===== config.mk =====
export PLATFORM = sky130hd
export DESIGN_NAME = axi_lite_master
export DESIGN_NICKNAME = d
export VERILOG_FILES = /design/src/rtl/axi_lite_master_pkg.sv /design/src/rtl/axi_lite_master.sv
export SDC_FILE = /design/constraint.sdc
export NUM_CORES = 1
export LEC_CHECK = 0
export CORE_ASPECT_RATIO = 0.6
export CORE_MARGIN = 8
export CORE_UTILIZATION = 43
export DETAILED_ROUTE_END_ITERATION = 10
export GPL_ROUTABILITY_DRIVEN = 1
export PLACE_DENSITY = 0.87
export SYNTH_ARGS = -nofsm -noshare
export SYNTH_HDL_FRONTEND = slang
export SYNTH_SLANG_ARGS = --single-unit

===== constraint.sdc =====
create_clock -name aclk -period 3.3 [get_ports aclk]
set_clock_uncertainty 0.05 [all_clocks]
set_input_delay 0.66 -clock aclk [delete_from_list [all_inputs] [get_ports aclk]]
set_output_delay 0.66 -clock aclk [all_outputs]
set_load 0.02 [all_outputs]

===== src/rtl/axi_lite_master_pkg.sv =====
// Shared definitions for the single-shot AXI4-Lite master.
// - AXI response codes
// - FSM state encoding for the write-then-readback sequence
package axi_lite_master_pkg;

  localparam logic [1:0] RESP_OKAY   = 2'b00;
  localparam logic [1:0] RESP_SLVERR = 2'b10;
  localparam logic [1:0] RESP_DECERR = 2'b11;

  typedef enum logic [2:0] {
    ST_IDLE,
    ST_WRITE,
    ST_WRESP,
    ST_READ,
    ST_RRESP,
    ST_DONE
  } state_t;

endpackage


===== src/rtl/axi_lite_master.sv =====
// Single-shot AXI4-Lite master.
// A rising edge on INT_AXI_TXN (sampled in IDLE) latches tgt_addr/tgt_data,
// writes the data to the address, then reads the address back and compares
// the result with the written data. Completion is flagged by a one-cycle
// txn_done pulse; txn_error pulses with it if any response was non-OKAY or
// the readback data differed.
// Ports:
//   aclk, areset              clock, async active-high reset
//   INT_AXI_TXN               start request (rising edge)
//   tgt_addr, tgt_data        target address / write+compare data
//   txn_done, txn_error       completion / error pulses
//   aw*, w*, b*, ar*, r*      AXI4-Lite master channels
module axi_lite_master
  import axi_lite_master_pkg::*;
#(
  parameter int ADDR_WIDTH = 4,
  parameter int DATA_WIDTH = 32
) (
  input  logic                      aclk,
  input  logic                      areset,
  input  logic                      INT_AXI_TXN,
  input  logic [ADDR_WIDTH-1:0]     tgt_addr,
  input  logic [DATA_WIDTH-1:0]     tgt_data,
  output logic                      txn_done,
  output logic                      txn_error,
  output logic [ADDR_WIDTH-1:0]     awaddr,
  output logic                      awvalid,
  input  logic                      awready,
  output logic [DATA_WIDTH-1:0]     wdata,
  output logic [DATA_WIDTH/8-1:0]   wstrb,
  output logic                      wvalid,
  input  logic                      wready,
  input  logic [1:0]                bresp,
  input  logic                      bvalid,
  output logic                      bready,
  output logic [ADDR_WIDTH-1:0]     araddr,
  output logic                      arvalid,
  input  logic                      arready,
  input  logic [DATA_WIDTH-1:0]     rdata,
  input  logic [1:0]                rresp,
  input  logic                      rvalid,
  output logic                      rready
);

  state_t state;
  logic   start_d;   // previous-cycle INT_AXI_TXN for edge detection
  logic   aw_done;   // AW handshake already taken in this WRITE phase
  logic   w_done;    // W handshake already taken in this WRITE phase
  logic   err;       // sticky error record for the current sequence
  logic   aw_hs;
  logic   w_hs;

  assign wstrb = '1;
  assign aw_hs = awvalid & awready;
  assign w_hs  = wvalid & wready;

  always_ff @(posedge aclk or posedge areset) begin
    if (areset) begin
      state     <= ST_IDLE;
      start_d   <= 1'b0;
      aw_done   <= 1'b0;
      w_done    <= 1'b0;
      err       <= 1'b0;
      txn_done  <= 1'b0;
      txn_error <= 1'b0;
      awaddr    <= '0;
      araddr    <= '0;
      wdata     <= '0;
      awvalid   <= 1'b0;
      wvalid    <= 1'b0;
      bready    <= 1'b0;
      arvalid   <= 1'b0;
      rready    <= 1'b0;
    end else begin
      start_d   <= INT_AXI_TXN;
      txn_done  <= 1'b0;
      txn_error <= 1'b0;
      case (state)
        ST_IDLE: begin
          if (INT_AXI_TXN && !start_d) begin
            awaddr  <= tgt_addr;
            araddr  <= tgt_addr;
            wdata   <= tgt_data;
            awvalid <= 1'b1;
            wvalid  <= 1'b1;
            aw_done <= 1'b0;
            w_done  <= 1'b0;
            state   <= ST_WRITE;
          end
        end
        ST_WRITE: begin
          if (aw_hs) begin
            awvalid <= 1'b0;
            aw_done <= 1'b1;
          end
          if (w_hs) begin
            wvalid <= 1'b0;
            w_done <= 1'b1;
          end
          // A handshake in this very cycle counts as done, so AW and W may
          // finish together or in either order without an extra wait cycle.
          if ((aw_done || aw_hs) && (w_done || w_hs)) begin
            bready <= 1'b1;
            state  <= ST_WRESP;
          end
        end
        ST_WRESP: begin
          if (bvalid && bready) begin
            if (bresp != RESP_OKAY) err <= 1'b1;
            bready  <= 1'b0;
            arvalid <= 1'b1;
            state   <= ST_READ;
          end
        end
        ST_READ: begin
          if (arvalid && arready) begin
            arvalid <= 1'b0;
            rready  <= 1'b1;
            state   <= ST_RRESP;
          end
        end
        ST_RRESP: begin
          if (rvalid && rready) begin
            rready    <= 1'b0;
            txn_done  <= 1'b1;
            txn_error <= err || (rresp != RESP_OKAY) || (rdata != wdata);
            state     <= ST_DONE;
          end
        end
        ST_DONE: begin
          err   <= 1'b0;
          state <= ST_IDLE;
        end
        default: state <= ST_IDLE;
      endcase
    end
  end

endmodule


-- Word level (Yosys, flattened, before mapping)
Cells that the tools add are included.
- add/subtract/negate cells: 0
- multipliers: 0
- divide/modulo/power cells: 0
- magnitude comparators: 0
- eq/ne operators: 14
- shifts and indexed selects: 0
- mux-type cells: 32
- bitwise gates (word level): 2
- reduce and logical (&&, ||, !) cells: 26
- operator list (cell ; count):
    $ne 32x32->1 ; 1
    $mux 1 ; 18
    $reduce_and 3->1 ; 6
    $ne 2x2->1 const B ; 8
    $pmux 1 s2 ; 8
    $mux 3 ; 5
    $pmux 3 s5 ; 1
    $reduce_bool 2->1 ; 7
    $eq 3x2->1 const B ; 2
    $eq 3x3->1 const B ; 2
    $logic_and 1x1->1 ; 5
    $reduce_and 5->1 ; 1
    $logic_or 1x1->1 ; 4
    $eq 3x1->1 const B ; 1
    $logic_not 3->1 ; 1
    $and 1x1->1 ; 2
    $reduce_and 2->1 ; 1
    $logic_not 1->1 ; 1
- register bits after elaboration: 50
- bits in latches: 0
- bits in writable memories: 0
- bits in read-only memories: 0
- output and inout port bits: 51
- word-level logic and storage cells: 88
- memories kept: 0

-- Logic depth before layout (Yosys ltp)
Gate-level depths: netlist (run 1).
- depth after elaboration: 5
- gate-level depth with buffers: 7
- depth with buffers taken out: 4

-- Least setup slack after synthesis (run 1)
OpenSTA, ideal clock, no wires.
- kind: input to register
- from: input INT_AXI_TXN
- to: register wdata[23]
- data arrival time: 1591 ps
- slack: 1542 ps
- cell stages on the path: 6
- cell sequence: or3b_4 > nand2b_4 > buf_6 > buf_2 > nand2_1 > nand2_1
- longest elaborated chain between the ends: 2
- ends and longest elaborated chain (element ; line ; text):
    start, declared ; axi_lite_master.sv:21 ; input logic INT_AXI_TXN,
    $logic_and 1x1->1 ; axi_lite_master.sv:80 ; if (INT_AXI_TXN && !start_d) begin
    $reduce_and 2->1 (no source line) ; n/a ;
    end signal, assigned ; axi_lite_master.sv:83 ; wdata <= tgt_data;
    end, declared ; axi_lite_master.sv:29 ; output logic [DATA_WIDTH-1:0] wdata,
Every way passes these cells.
A chain may end at the register's enable or synchronous reset.

-- Final worst setup path (run 1)
- from: input rdata[27]
- to: register txn_error
- longest elaborated chain between the ends: 4
- ends and longest elaborated chain (element ; line ; text):
    start, declared ; axi_lite_master.sv:39 ; input logic [DATA_WIDTH-1:0] rdata,
    $ne 32x32->1 ; axi_lite_master.sv:126 ; txn_error <= err || (rresp != RESP_OKAY) || (rdata != wdata);
    $logic_or 1x1->1 ; axi_lite_master.sv:126 ;
    $mux 1 ; axi_lite_master.sv:123 ; if (rvalid && rready) begin
    $mux 1 ; axi_lite_master.sv:78 ; case (state)
    end signal, assigned ; axi_lite_master.sv:126 ;
    end, declared ; axi_lite_master.sv:25 ; output logic txn_error,
Every way passes these cells.

==> flow_summary.toml, run 1 <==
[synthesis]
ys_seq_area_share_pct = 50.4
synth.area.top_cells = "dfrtp_1 50%, nand2_1 18%, xor2_1 10%"
yosysTopAreaCell = "dfrtp_1"
ys_async_sr_fraction_pct = 100
synth_common_cells = "117 x nand2_1, 50 x dfrtp_1, 29 x xor2_1"
synth_ff_type = "dfrtp_1"
synth.most_common_cell = "nand2_1"
yosysTopAreaCellShare_pct = 50.4
synth-edff-count = 0
synth_cells = 279
synth_area_mm2 = 0.00248
ys_ff_latch = 50
syn_avg_cell_area_um2 = 8.90
ys.warnings.count = 0
synth.distinct_cells = 35

[drt]
routed_wirelength_um = 7650
viasPerCell = 4.84
drc = 0
avgRoutedWirePerCell_um = 15.9
vias = 2328
drt_iter0_markers = 119
antenna_left = 0
first_pass_iters = 4

[sta]
slew_headroom_pct = 64.4
period_needed_ns = 2.09
fin_tns_setup_ns = 0
timing_worst_slew_pin_value_ns = 0.529
setup_viol = 0
max_clock_freq_mhz = 478
finalHoldViolCount = 0
drv_slew = 0
rsz0062_at_grt = "no"
fin_crit_sh_pct = 63.4

[power]
swShare_pct = 26.3
power.density_mw_per_mm2 = 331
p_comb_share_pct = 20.1
seqPwrFrac_pct = 51.9
p_leak_nw = 1.80
power_switching_uw = 334
internal_power_uw = 937
irDropWorstVdd_v = 0.000241
clkPwrFrac_pct = 28.0

[final_layout]
nets = 480
drive_above_1_share_pct = 3.99
largest_register = "wdata"
final_util_pct = 68.9
area_delta_synth_final_pct = 54.6
reg_top3 = "wdata x32, araddr x4, state x3"
layoutNonFillerInstCount = 481
diodes = 0
largest_reg_flops = 32

[critical_path]
crit_fanout = 1
arrival_ns = 2.24
worstPathRequired_ns = 3.44
worst-setup-path-type = "input pin to register"
cp-end-kind = "register"
startpoint_type = "input pin"

[place]
dp_hpwl_um = 6090
dp.cells = 473
io_buffers = 126
gp_congestion = 0.798

[global_routing]
grt_pass1_vias = 2328
grt_start_max_net_pins = 40
grt_pass1_wl_um = 11700
grtUsageTotal_pct = 17.7
grt_overflow = 0
antenna_found_initial = 0

[clocking]
htree_levels = 2
cts_buffer_depth = 2
clk_pin_slew_ns = 0.09
clk_latency_ns = 0.30
clkSinkCount = 50
cts_tree = "done"
ctsRootBufferMaster = "clkbuf_8"
cts_setup_buffers = 0
cts_hold_buf = 0
cts_buffers = 5
cts_resized = 0

[floorplanning]
initial_core_util_pct = 44.6
dieArea_mm2 = 0.00854
num_rows = 21
dieWidth_um = 114
die_h_um = 74.9
io_pins = 131
coreArea_mm2 = 0.00557

[run_status]
run_status = "complete, no violations"

[hold_path]
min_path_type = "register to register"

[run]
cap_viol_max_count = 0
[metrics by stage]
stage               setup WS, ns  area, um2  total power [mW]  hold slack (ns)
global route                1.12       3840              1.33            0.480
global placement           0.963       3750             0.923            0.411
CTS                         1.19       3840              1.29            0.455
finish                      1.21       3840              1.27            0.451
floorplan                   1.39       2490             0.764            0.396
detailed placement         0.918       3750             0.928            0.435
[worst paths after layout]
path,startpoint,end,slack (ns),cells past startpoint
max in group asynchronous,areset,wvalid$_DFFE_PP0P_,2.20,3
min reg2reg,w_done$_DFFE_PP0P_,w_done$_DFFE_PP0P_,0.45,2
min in group asynchronous,areset,wdata[6]$_DFFE_PP0P_,0.48,2
min,w_done$_DFFE_PP0P_,w_done$_DFFE_PP0P_,0.45,2
max reg2reg,state[0]$_DFFE_PP0P_,state[0]$_DFFE_PP0P_,1.30,4
max,rdata[27],txn_error$_DFF_PP0_,1.21,5
[final cells by class]
type                    count  area [um2]
inverters                   3        11.3
fillers                   471        1730
multi-input cells         210        1090
well taps                  80         100
repair buffers            130        1290
flip-flops and latches     50        1250
clock buffers               5        68.8
clock inverters             3        21.3
[power groups by stage]
stage                     logic, mW  registers [mW]  clock network, mW
after global routing          0.276           0.662              0.393
after floorplan              0.0693           0.695                  0
after detailed placement      0.258           0.671                  0
after CTS                     0.259           0.659              0.371
after global placement        0.253           0.669                  0
final                         0.255           0.659              0.356
[cell usage in the layout, fill, tap and decap left out, types with 2 or more instances in the layout]
cell,count
nand3_1,4
inv_1,2
clkbuf_8,5
nor4_1,8
nand2_1,117
and2_1,2
nand4_1,3
conb_1,4
nand2b_1,2
dfrtp_1,50
buf_4,4
xor2_1,29
nand3b_1,2
a21oi_1,9
nor2_1,9
o21ai_0,3
clkdlybuf4s50_1,126
xnor2_1,3
[layer usage]
layer / vias up / GRT usage (%) / share of wire, %
li1: 1126 / - / -
met1: 1088 / 21.6 / 44
met2: 107 / 27.2 / 44
met3: 7 / 8.49 / 11
met4: 0 / 5.42 / 1.1
met5: - / 0 / 0
[cells by family (layout without fill, tap and decap cells)]
group                     count (synthesis)  after routing  synth area share, %
and+or+nand+nor                         154            154                 27.0
DFF                                      50             50                 50.4
xor gates and xnor gates                 32             32                 11.3
buffers and inverters                    22            141                 5.95
AOI/OAI and AO/OA                        19             19                 4.74
other                                     1              4                0.151
muxes                                     1              1                0.454
[critical path: stages]
cell and delay [ns]:
clkdlybuf4s50_1 0.43, xor2_1 0.15, nor4_1 0.49, nand4_1 0.20, o31a_1 0.31
Power figures use the tool's default switching activity.
==> run 2, diff against run 1 <==
--- a/config.mk
+++ b/config.mk
@@ -7,10 +7,10 @@
 export LEC_CHECK = 0
 export CORE_ASPECT_RATIO = 0.6
 export CORE_MARGIN = 8
-export CORE_UTILIZATION = 43
+export CORE_UTILIZATION = 36
 export DETAILED_ROUTE_END_ITERATION = 10
 export GPL_ROUTABILITY_DRIVEN = 1
-export PLACE_DENSITY = 0.87
+export PLACE_DENSITY = 0.77
 export SYNTH_ARGS = -nofsm -noshare
 export SYNTH_HDL_FRONTEND = slang
 export SYNTH_SLANG_ARGS = --single-unit
==> constraint.sdc (replaced) <==
create_clock -name aclk -period 1.7 [get_ports aclk]
set_clock_uncertainty 0.05 [all_clocks]
set_input_delay 0.34 -clock aclk [delete_from_list [all_inputs] [get_ports aclk]]
set_output_delay 0.34 -clock aclk [all_outputs]
set_load 0.02 [all_outputs]
==> flow_summary.toml, run 2 (synthesis results as in run 1) <==
[drt]
drc = 0
viasPerCell = 4.68
drt_iter0_markers = 95
routed_wirelength_um = 7960
vias = 2347
first_pass_iters = 4
avgRoutedWirePerCell_um = 15.9
antenna_left = 0

[sta]
worst_slack_ns = -0.0180
rsz0062_at_grt = "yes"
drv_slew = 0
fin_crit_sh_pct = 101
setup_viol = 1
period_needed_ns = 1.72
max_clock_freq_mhz = 582
finalHoldViolCount = 0

[global_routing]
grtUsageTotal_pct = 15.5
grt_start_max_net_pins = 37
antenna_found_initial = 0
grt_pass1_vias = 2382
grt_overflow = 0
grt_pass1_wl_um = 12200

[clocking]
ctsRootBufferMaster = "clkbuf_16"
cts_buffer_depth = 2
clk_pin_slew_ns = 0.06
cts_buffers = 5
cts_tree = "done"
clk_latency_ns = 0.28
htree_levels = 2
clkSinkCount = 50
cts_hold_buf = 0

[final_layout]
ff_latch_area_mm2 = 0.00125
reg_top3 = "wdata x32, araddr x4, state x3"
final_cell_mix = "117 x nand2_1, 81 x clkdlybuf4s50_1, 50 x dfrtp_1"
multi_input_area_mm2 = 0.00112
area_delta_synth_final_pct = 66.0
largest_reg_flops = 32
n_fill_cell = 576
diodes = 0
final_common_cell = "nand2_1"
drive_above_1_share_pct = 7.47
final_util_pct = 61.7
nets = 494
largest_register = "wdata"

[critical_path]
critical-path-top-delay-family = "buffers and inverters"
slowest_delay_ns = 0.41
crit_buf_inv = 2
reg2reg_depth = 5
cp-end-kind = "register"
worst-path-stages = 6
arrival_ns = 1.84
worst-setup-path-type = "input pin to register"
crit_fanout = 1
startpoint_type = "input pin"
worstPathRequired_ns = 1.82
cp_slowest_cell = "clkdlybuf4s50_1"
cp_cell_sequence = "clkdlybuf4s50_1 > xor2_1 > nor4_4 > buf_4 > nand4_1 > o31a_1"

[place]
gp_congestion = 0.796
place_ws_ns = -0.516
io_buffers = 126
dp_hpwl_um = 6190

[floorplanning]
io_pins = 131
coreArea_mm2 = 0.00668
die_h_um = 80.3
dieArea_mm2 = 0.00990
num_rows = 23
initial_core_util_pct = 37.2
dieWidth_um = 123

[power]
power_switching_uw = 670
internal_power_mw = 2.11
swShare_pct = 24.1
power.density_mw_per_mm2 = 674
seqPwrFrac_pct = 46.0
irDropWorstVdd_v = 0.000562
clkPwrFrac_pct = 36.0
p_leak_nw = 2.32
p_comb_share_pct = 18.0

[run_status]
violations = "setup timing"
run_status = "finished with violations"

[run]
cap_viol_max_count = 0

[hold_path]
min_path_type = "input pin to asynchronous set/reset pin"
==> run 2: cell types whose count changed in the layout (fill, tap and decap cells not counted), sizes merged <==
cell,before,now
buf,4,18
dlygate4sd2,0,20
dlymetal6s2s,0,25
clkinv,2,1
clkinvlp,1,0
clkdlybuf4s50,126,81
clkbuf,5,7
==> run 2: what timing repair did <==
action | CTS | global route
setup buffers | 0 | 1
resized for setup | 21 | 27
pin swaps | 1 | 1
setup endpoints to repair | 21 | 26
==> run 2: worst reg2reg max path, delay by kind of cell (launching register included) <==
family	cells	cell delay, ns
and+or+nand+nor	2	0.47
xor gates and xnor gates	1	0.21
buffers and inverters	1	0.17
DFF	1	0.42
AOI/OAI and AO/OA	1	0.30
==> run 2: cell type report <==
class	count	share of cell area [%]
Tap cell	87	2.64
Timing Repair Buffer	144	36.0
Inverter	3	0.273
Clock inverter	1	0.121
Multi-Input combinational cell	210	27.1
Clock buffer	7	3.46
Sequential cell	50	30.4
==> run 2: final timing paths <==
check | to | slack [ns] | start
min in group aclk | w_done$_DFFE_PP0P_ | 0.43 | w_done$_DFFE_PP0P_
max in group asynchronous | rready$_DFFE_PP0P_ | 1.04 | areset
worst max-delay path | txn_error$_DFF_PP0_ | -0.02 | rdata[12]
worst max register to register | txn_error$_DFF_PP0_ | -0.02 | wdata[6]$_DFFE_PP0P_
worst min-delay path | state[2]$_DFFE_PP0P_ | 0.36 | areset
worst min register to register | w_done$_DFFE_PP0P_ | 0.43 | w_done$_DFFE_PP0P_
==> run 2: through the flow <==
| stage | cell area, um2 | total power, mW | hold slack, ns | cells | setup TNS [ns] |
|---|---|---|---|---|---|
| 2_1_floorplan | 2490 | 1.48 | 0.321 | 282 | 0 |
| 3_3_place_gp | 3910 | 1.80 | 0.411 | 493 | -7.43 |
| 3_5_place_dp | 3910 | 1.81 | 0.418 | 493 | -8.01 |
| 4_1_cts | 4030 | 2.82 | 0.375 | 501 | -0.0485 |
| 5_1_grt | 4120 | 2.90 | 0.401 | 502 | -0.0543 |
| 6_report | 4120 | 2.78 | 0.364 | 502 | -0.0180 |
==> run 2: power by group through the flow <==
stage	sequential, mW	clock (mW)	combinational [mW]
after global placement	1.30	0	0.505
after CTS	1.28	1.04	0.502
after floorplan	1.35	0	0.135
after global routing	1.28	1.08	0.537
final	1.28	1.00	0.499
after detailed placement	1.30	0	0.510
==> run 2: routing by layer <==
layer / up-vias / GRT usage, % / wire length, um / part of all wire (%)
met4: 0 / 2.15 / 19 / 0.24
li1: 1154 / - / - / -
met5: - / 0 / 0 / 0
met3: 2 / 6.86 / 863 / 11
met1: 1100 / 19.6 / 3560 / 45
met2: 91 / 24.6 / 3520 / 44
